--- src/rtl/instr_cache_if.sv ---
// instr_cache_if: 128-bit line-fill bus between the instruction cache and instruction memory.
interface instr_cache_if;
    logic         MEM_READ;
    logic [27:0]  MEM_ADDRESS;
    logic [127:0] MEM_READDATA;
    logic         MEM_BUSYWAIT;
    modport master (output MEM_READ, MEM_ADDRESS, input MEM_READDATA, MEM_BUSYWAIT);
    modport slave (input MEM_READ, MEM_ADDRESS, output MEM_READDATA, MEM_BUSYWAIT);
endinterface

--- src/rtl/instr_cache.sv ---
// instr_cache: direct-mapped read-only instruction cache, combinational hits, 16-byte line fill on miss.
module instr_cache #(
    parameter int          INDEX_BITS = 3,
    parameter logic [31:0] NOP_INSN   = 32'h00000013
) (
    input  logic          CLK,
    input  logic          RESET,
    input  logic [31:0]   ADDRESS,
    output logic [31:0]   INSTRUCTION,
    output logic          BUSYWAIT,
    instr_cache_if.master mem
);
    localparam int LINES    = 1 << INDEX_BITS;
    localparam int TAG_BITS = 28 - INDEX_BITS;
    typedef enum logic [1:0] {IDLE, MEM_READ, UPDATE} state_t;
    state_t                state;
    logic [LINES-1:0]      valid;
    logic [TAG_BITS-1:0]   tags [LINES];
    logic [127:0]          data [LINES];
    logic [INDEX_BITS-1:0] index;
    logic [INDEX_BITS-1:0] fill_index;
    logic [TAG_BITS-1:0]   tag;
    logic [TAG_BITS-1:0]   fill_tag;
    logic                  hit;
    logic                  fill_done;
    logic                  unused_offset;
    assign index         = ADDRESS[4 +: INDEX_BITS];
    assign tag           = ADDRESS[31 -: TAG_BITS];
    assign fill_index    = mem.MEM_ADDRESS[INDEX_BITS-1:0];
    assign fill_tag      = mem.MEM_ADDRESS[27 -: TAG_BITS];
    assign fill_done     = state == MEM_READ && !mem.MEM_BUSYWAIT;
    assign unused_offset = ^ADDRESS[1:0];
    // Outputs are gated by RESET so the CPU sees no stall while reset is held.
    always_comb begin
        hit         = valid[index] && tags[index] == tag;
        BUSYWAIT    = RESET && (state != IDLE || !hit);
        INSTRUCTION = RESET && state == IDLE && hit ? data[index][32*ADDRESS[3:2] +: 32] : NOP_INSN;
    end
    always_ff @(posedge CLK or negedge RESET) begin
        if (!RESET) begin
            state           <= IDLE;
            valid           <= '0;
            mem.MEM_READ    <= 1'b0;
            mem.MEM_ADDRESS <= '0;
        end else if (state == IDLE) begin
            if (!hit) begin
                state           <= MEM_READ;
                mem.MEM_READ    <= 1'b1;
                mem.MEM_ADDRESS <= ADDRESS[31:4];
            end
        end else if (state == MEM_READ) begin
            if (fill_done) begin
                state             <= UPDATE;
                mem.MEM_READ      <= 1'b0;
                valid[fill_index] <= 1'b1;
            end
        end else begin
            state <= IDLE;
        end
    end
    // Tag and data arrays carry no reset; the valid bits alone qualify them.
    always_ff @(posedge CLK) begin
        if (fill_done) begin
            tags[fill_index] <= fill_tag;
            data[fill_index] <= mem.MEM_READDATA;
        end
    end
endmodule

--- src/flat_wrapper.sv ---
// flat-port wrapper written by rule: the top's interface ports become plain ports
module instr_cache_flat 
#(
    parameter int          INDEX_BITS = 3,
    parameter logic [31:0] NOP_INSN   = 32'h00000013
)
  (CLK, RESET, ADDRESS, INSTRUCTION, BUSYWAIT, mem_MEM_READ, mem_MEM_ADDRESS, mem_MEM_READDATA, mem_MEM_BUSYWAIT);
  instr_cache_if mem_i ();
  input  logic CLK;
  input  logic RESET;
  input  logic [31:0] ADDRESS;
  output logic [31:0] INSTRUCTION;
  output logic BUSYWAIT;
  output wire logic [$bits(mem_i.MEM_READ)-1:0] mem_MEM_READ;
  output wire logic [$bits(mem_i.MEM_ADDRESS)-1:0] mem_MEM_ADDRESS;
  input wire logic [$bits(mem_i.MEM_READDATA)-1:0] mem_MEM_READDATA;
  input wire logic [$bits(mem_i.MEM_BUSYWAIT)-1:0] mem_MEM_BUSYWAIT;
  assign mem_MEM_READ = mem_i.MEM_READ;
  assign mem_MEM_ADDRESS = mem_i.MEM_ADDRESS;
  assign mem_i.MEM_READDATA = mem_MEM_READDATA;
  assign mem_i.MEM_BUSYWAIT = mem_MEM_BUSYWAIT;
  instr_cache #(.INDEX_BITS(INDEX_BITS), .NOP_INSN(NOP_INSN)) u_core (.CLK(CLK), .RESET(RESET), .ADDRESS(ADDRESS), .INSTRUCTION(INSTRUCTION), .BUSYWAIT(BUSYWAIT), .mem(mem_i));
endmodule
--- config.mk ---
export PLATFORM = sky130hd
export DESIGN_NAME = instr_cache_flat
export DESIGN_NICKNAME = d
export VERILOG_FILES = /design/src/rtl/instr_cache_if.sv /design/src/rtl/instr_cache.sv /design/src/flat_wrapper.sv
export SDC_FILE = /design/constraint.sdc
export NUM_CORES = 1
export LEC_CHECK = 0
export CORE_ASPECT_RATIO = 0.6
export CORE_MARGIN = 2
export CORE_UTILIZATION = 50
export DETAILED_ROUTE_END_ITERATION = 7
export PLACE_DENSITY = 0.68
export SKIP_LAST_GASP = 1
export SLEW_MARGIN = 20
export SYNTH_ARGS = -nofsm -noshare
export SYNTH_HDL_FRONTEND = slang
export SYNTH_SLANG_ARGS = --single-unit
--- constraint.sdc ---
create_clock -name CLK -period 14.7 [get_ports CLK]
set_input_delay 2.205 -clock CLK [delete_from_list [all_inputs] [get_ports CLK]]
set_output_delay 2.205 -clock CLK [all_outputs]
set_load 0.01 [all_outputs]
==> run metrics, run 1 <==
outcome completed; IO Port Bufs 222; post-CTS sizing 0; reg2reg setup slack 10.78 ns; unrepaired setup endpoints after global routing no; ranking of synthesized cells by area edfxtp_1 74%, mux4_2 16%, dfrtp_1 2.0%; Worst setup EP type output pin; Synth-to-Final Area Change 15.36%; register area 0.03773 sq mm; met3 Use GR 3.518%; Core ar. 0.09833 sq mm; most frequent cells in the layout 1,224 x edfxtp_1, 352 x mux4_2, 216 x clkdlybuf4s50_1, 115 x clkbuf_16, 87 x mux2i_1; register bit total from synthesis 1,263; Synth Net Count 2,361; largest fanout on the critical path 117; Horiz. Die Dim 410.5 microns; Worst Tran Pin Value 1.194 ns; VDD IR max 0.1010 mV; crit path DAT 7.37 ns; final setup TNS 0 ns; worst-skew pair later-pin latency 0.71 ns; leakage 18.20 nW; share of cells above drive strength 1 24.20%; global route overflow 0; commonest non-fill, non-tap cell in the layout edfxtp_1; met1 Use GR 32.06%; Crit Path Category in2out; clk sink count 1,263; Slew Viols, Final 0; largest net degree at the start of global routing 120; CTS root buf clkbuf_16; H-tree depth reported by CTS 3; Synth top area share 74.15%; Vias 23,400; hpwl dp 56,570 microns; minimum clock period 9.578 ns; dpl cell area 0.05324 sq mm; residual DRC count 0; I/O pin total 225; final worst path period share 65.16%; sequential-to-total area share from yosys stat 76.12%; Worst-path clk slew 0.06 ns; number of fillers in the final layout 6,931; die span in y 247.9 microns; top cell type by total area after synthesis edfxtp_1; total power 8.273 mW; fin nets 2,603; Post-CTS Setup Inserts 0; WL final 110,000 microns; final setup violating endpoints 0; clk_skew 0.01924 ns; Die Area 0.1018 sq mm; Final ANT Viol Nets 0; GR Util met2 34.16%; GP Congestion 0.7615; initial antenna violation count 9; clk buf depth 3; post-synthesis area per instance 22.55 sq um; initial DRC count 2,101; post-synthesis cell count 2,198; final hold violations 0; gr busiest metal met2; WL per Instance 28.50 microns; first-pass GRT wire length 160,800 microns; cell row count 89; global-route usage over all layers 21.69%; max_cap viols 0; CTS buffer count 114; synthesized area 0.04957 sq mm; Yosys cell types 40; hold crit path type reg2reg; CP required 12.49 ns; number of global-route vias before repair 24,060; power per cell area 144.7 mW/mm^2; Slew headroom 20.39%; Final Instance Area 0.05719 sq mm; via density per instance 6.061; Hold Buf Count CTS 0; Starting Density 50.41%; f_max 104.4 MHz; drt pass-1 iters 5; CTS tree built; area of the multi-input gates 0.01114 sq mm; crit path launch type input pin; Yosys warnings 0
## final cells by class
cell class	count	area share (%)
Antenna cell	5	0.02188
Clock inverter	82	1.711
Sequential cell	1263	65.98
Tap cell	1319	2.886
Inverter	30	0.1969
Timing Repair Buffer	258	4.566
Clock buffer	131	5.155
Multi-Input combinational cell	773	19.48
## cells in the mapped netlist (all sizes together)
cell type and n:
a21boi 2, a211o 28, mux4 352, o21ai 32
nor2b 2, o221ai 1, inv 30, and4 29
nand2 33, nor4 30, a22o 10, dfrtp 39
edfxtp 1224, clkbuf 60, a221oi 2, nor3 3
o22ai 1, nor2 40, nand4 6, or3 4
mux2 1, xor2 17, mux2i 87, and2 30
a21oi 4, a22oi 36, and3 5, o211ai 2
a211oi 1, nand3 5, o2111ai 1, or2 9
buf 72
## layer usage
metal	up-vias	part of all wire, %
met5	-	0.042
met4	8	2.2
met3	176	5.5
met2	778	48
met1	12600	44
li1	9840	-
## sequential cells by signal, indices dropped and copies added (netlist names)
register / cells
u_core.mem.MEM_READ: 1
u_core.data: 1024
u_core.valid: 8
u_core.mem.MEM_ADDRESS: 28
u_core.tags: 200
u_core.state: 2
## logic make-up (layout without fill, tap and decap cells)
kind of cell	count (synthesis)	in the layout	synth area share [%]
flip-flops	1263	1263	76.12
multiplexers	440	440	17.77
AND/OR/NAND/NOR	196	196	2.287
buffers and inverters	162	501	1.570
AO/OA/AOI/OAI	120	120	1.954
XOR/XNOR	17	17	0.3004
other	0	5	0
## through the flow
step / utilization (%) / setup WS [ns] / hold WS, ns / std cells
6_report: 58.16 / 5.122 / 0.4632 / 3861
5_1_grt: 58.15 / 4.820 / 0.4862 / 3858
4_1_cts: 58.14 / 4.910 / 0.4676 / 3856
3_5_place_dp: 54.15 / 4.924 / 0.4528 / 3643
3_3_place_gp: 54.12 / 5.003 / 0.4459 / 3642
2_1_floorplan: - / 0.6358 / 0.4337 / 2198
## worst max-delay path, stage by stage
cell             delay [ns]
buf_8                  0.61
buf_4                  0.68
buf_4                  0.89
buf_4                  0.88
mux4_2                 0.42
mux4_2                 0.48
mux2i_1                0.29
nand3_1                0.12
clkdlybuf4s50_1        0.58
## report_power, final
group	total (mW)	switching, mW	leakage [nW]	internal, mW
clock network	3.11	1.31	1.90	1.79
registers	4.37	0.124	11.4	4.25
logic	0.794	0.454	4.85	0.340
## final timing paths
check / from / depth (start not counted) / endpoint
max: ADDRESS[5] / 9 / INSTRUCTION[0]
min: u_core.valid[4] / 1 / u_core.valid[4]
max reg2reg: u_core.state[0] / 7 / u_core.data[7][70]
min reg2reg: u_core.valid[4] / 1 / u_core.valid[4]
max in group asynchronous: RESET / 2 / u_core.mem.MEM_ADDRESS[9]
min in group asynchronous: RESET / 2 / u_core.mem.MEM_READ
Power figures use the tool's default switching activity.
==> run 2: changes to the inputs <==
- PLACE_DENSITY: 0.68 -> 0.71
- clock period: 14.7 -> 8.2 ns (I/O delays scaled with it)
==> run 2 against run 1 <==
Core utilization down 0.27 points. Power up 75%. Clock skew up 0.010 ns. Global-route usage down 0.27 points. Combinational power up 80%. Critical path depth up 2. Cell area down 0.47%. Routed wire length down 1.7%. Non-clock buffer count up 5. Sequential share of layout area up 0.31 points. Via count down 0.53%. Final cell count down 0.16%. Critical path type unchanged. Largest power group unchanged.
==> run metrics, run 2 (synthesis results as in run 1) <==
outcome completed; initial DRC count 2,534; Post-Layout Cell Count 3,855; largest net degree at the start of global routing 112; pre-CTS WS 1.747 ns; Final ANT Viol Nets 0; Starting Density 50.41%; Post-Place Cells 3,648; Post-CTS Setup Inserts 0; area of the multi-input gates 0.01115 sq mm; CTS tree built; worst-skew pair later-pin latency 0.70 ns; commonest non-fill, non-tap cell in the layout edfxtp_1; Worst-path clk slew 0.06 ns; die span in y 247.9 microns; final hold violations 0; H-tree depth reported by CTS 3; Setup WS post-layout 1.781 ns; clk sink count 1,263; WL per Instance 28.06 microns; leakage 18.09 nW; Worst setup EP type output pin; share of cells above drive strength 1 24.01%; f_max 155.8 MHz; final setup violating endpoints 0; global route overflow 0; WL final 108,200 microns; hold crit path type reg2reg; Core ar. 0.09833 sq mm; number of global-route vias before repair 23,970; first-pass GRT wire length 159,000 microns; Finished Core Util 57.89%; hpwl dp 57,430 microns; largest fanout on the critical path 47; minimum clock period 6.419 ns; met3 Use GR 4.019%; crit path launch type input pin; CTS buffer count 110; Horiz. Die Dim 410.5 microns; CP required 6.97 ns; GP Congestion 0.7677; Top Registers u_core.data: 1024 flops, u_core.tags: 200 flops, u_core.mem.MEM_ADDRESS: 28 flops; drt pass-1 iters 6; gr busiest metal met2; Crit Path Category in2out; clk_skew 0.02949 ns; power per cell area 254.2 mW/mm^2; clk buf depth 3; post-CTS sizing 0; Synth-to-Final Area Change 14.82%; initial antenna violation count 13; number of fillers in the final layout 6,958; fin nets 2,604; Slew Viols, Final 0; via density per instance 6.038; Worst Tran Pin Value 1.152 ns; unrepaired setup endpoints after global routing no; max_cap viols 0; final worst path period share 78.28%; GR Util met2 33.43%; Die Area 0.1018 sq mm; global-route usage over all layers 21.42%; residual DRC count 0; final setup TNS 0 ns; IO Port Bufs 222; Slew headroom 23.02%; register area 0.03773 sq mm; total power 14.47 mW; CTS root buf clkbuf_16; cell row count 89; I/O pin total 225; crit path DAT 5.19 ns; met1 Use GR 31.73%; max FFs per register 1,024; Hold Buf Count CTS 0; most frequent cells in the layout 1,224 x edfxtp_1, 352 x mux4_2, 216 x clkdlybuf4s50_1, 111 x clkbuf_16, 87 x mux2i_1; VDD IR max 0.1859 mV; Top reg by flops u_core.data; Vias 23,280
[run 2: changes by cell type in the layout (fill, tap and decap cells not counted), moves of 4 or more]
| cell | delta |
|---|---|
| buf_4 | +5 |
| clkbuf_8 | +7 |
| bufinv_16 | -9 |
| clkinv_4 | -4 |
| clkbuf_16 | -4 |
[run 2: final timing paths]
check | endpoint | start | depth (start not counted) | slack, ns
max | INSTRUCTION[11] | ADDRESS[6] | 11 | 1.78
max in group asynchronous | u_core.mem.MEM_ADDRESS[22] | RESET | 2 | 7.15
max reg2reg | u_core.data[5][3] | u_core.state[0] | 6 | 4.89
min | u_core.valid[3] | u_core.valid[3] | 1 | 0.47
min in group asynchronous | u_core.mem.MEM_READ | RESET | 2 | 0.61
min reg2reg | u_core.valid[3] | u_core.valid[3] | 1 | 0.47
[run 2: through the flow]
step,hold WS (ns),instance area (sq um)
final,0.4737,56920
after global placement,0.4458,53270
after global routing,0.5027,56920
after CTS,0.4721,56900
after floorplan,0.4337,49580
after detailed placement,0.4555,53270
[run 2: final cells by class]
| class | count | area share (%) |
|---|---|---|
| clock buffers | 131 | 5.153 |
| diodes | 4 | 0.01759 |
| inverters | 30 | 0.1978 |
| flip-flops and latches | 1263 | 66.29 |
| well taps | 1319 | 2.899 |
| clock inverters | 72 | 1.235 |
| repair buffers | 263 | 4.625 |
| multi-input cells | 773 | 19.58 |
[run 2: critical path, stage by stage]
cell,delay (ns)
buf_6,0.54
buf_4,0.67
mux4_2,0.40
mux2i_1,0.22
xor2_1,0.21
nand4_1,0.12
nor4_1,0.47
nand4_1,0.18
buf_4,0.30
nor2_1,0.17
clkdlybuf4s50_1,0.57
[run 2: power breakdown]
group	switching (mW)	leakage [nW]	total [mW]	internal, mW
clock network	2.30	1.77	5.20	2.91
registers	0.224	11.4	7.84	7.62
logic	0.819	4.88	1.43	0.607
total	3.34	18.1	14.5	11.1
[run 2: layer usage]
layer,up-vias,share of wire (%)
li1,9829,-
met1,12490,44
met2,802,48
met3,149,6.0
met4,12,1.8
met5,-,0.074
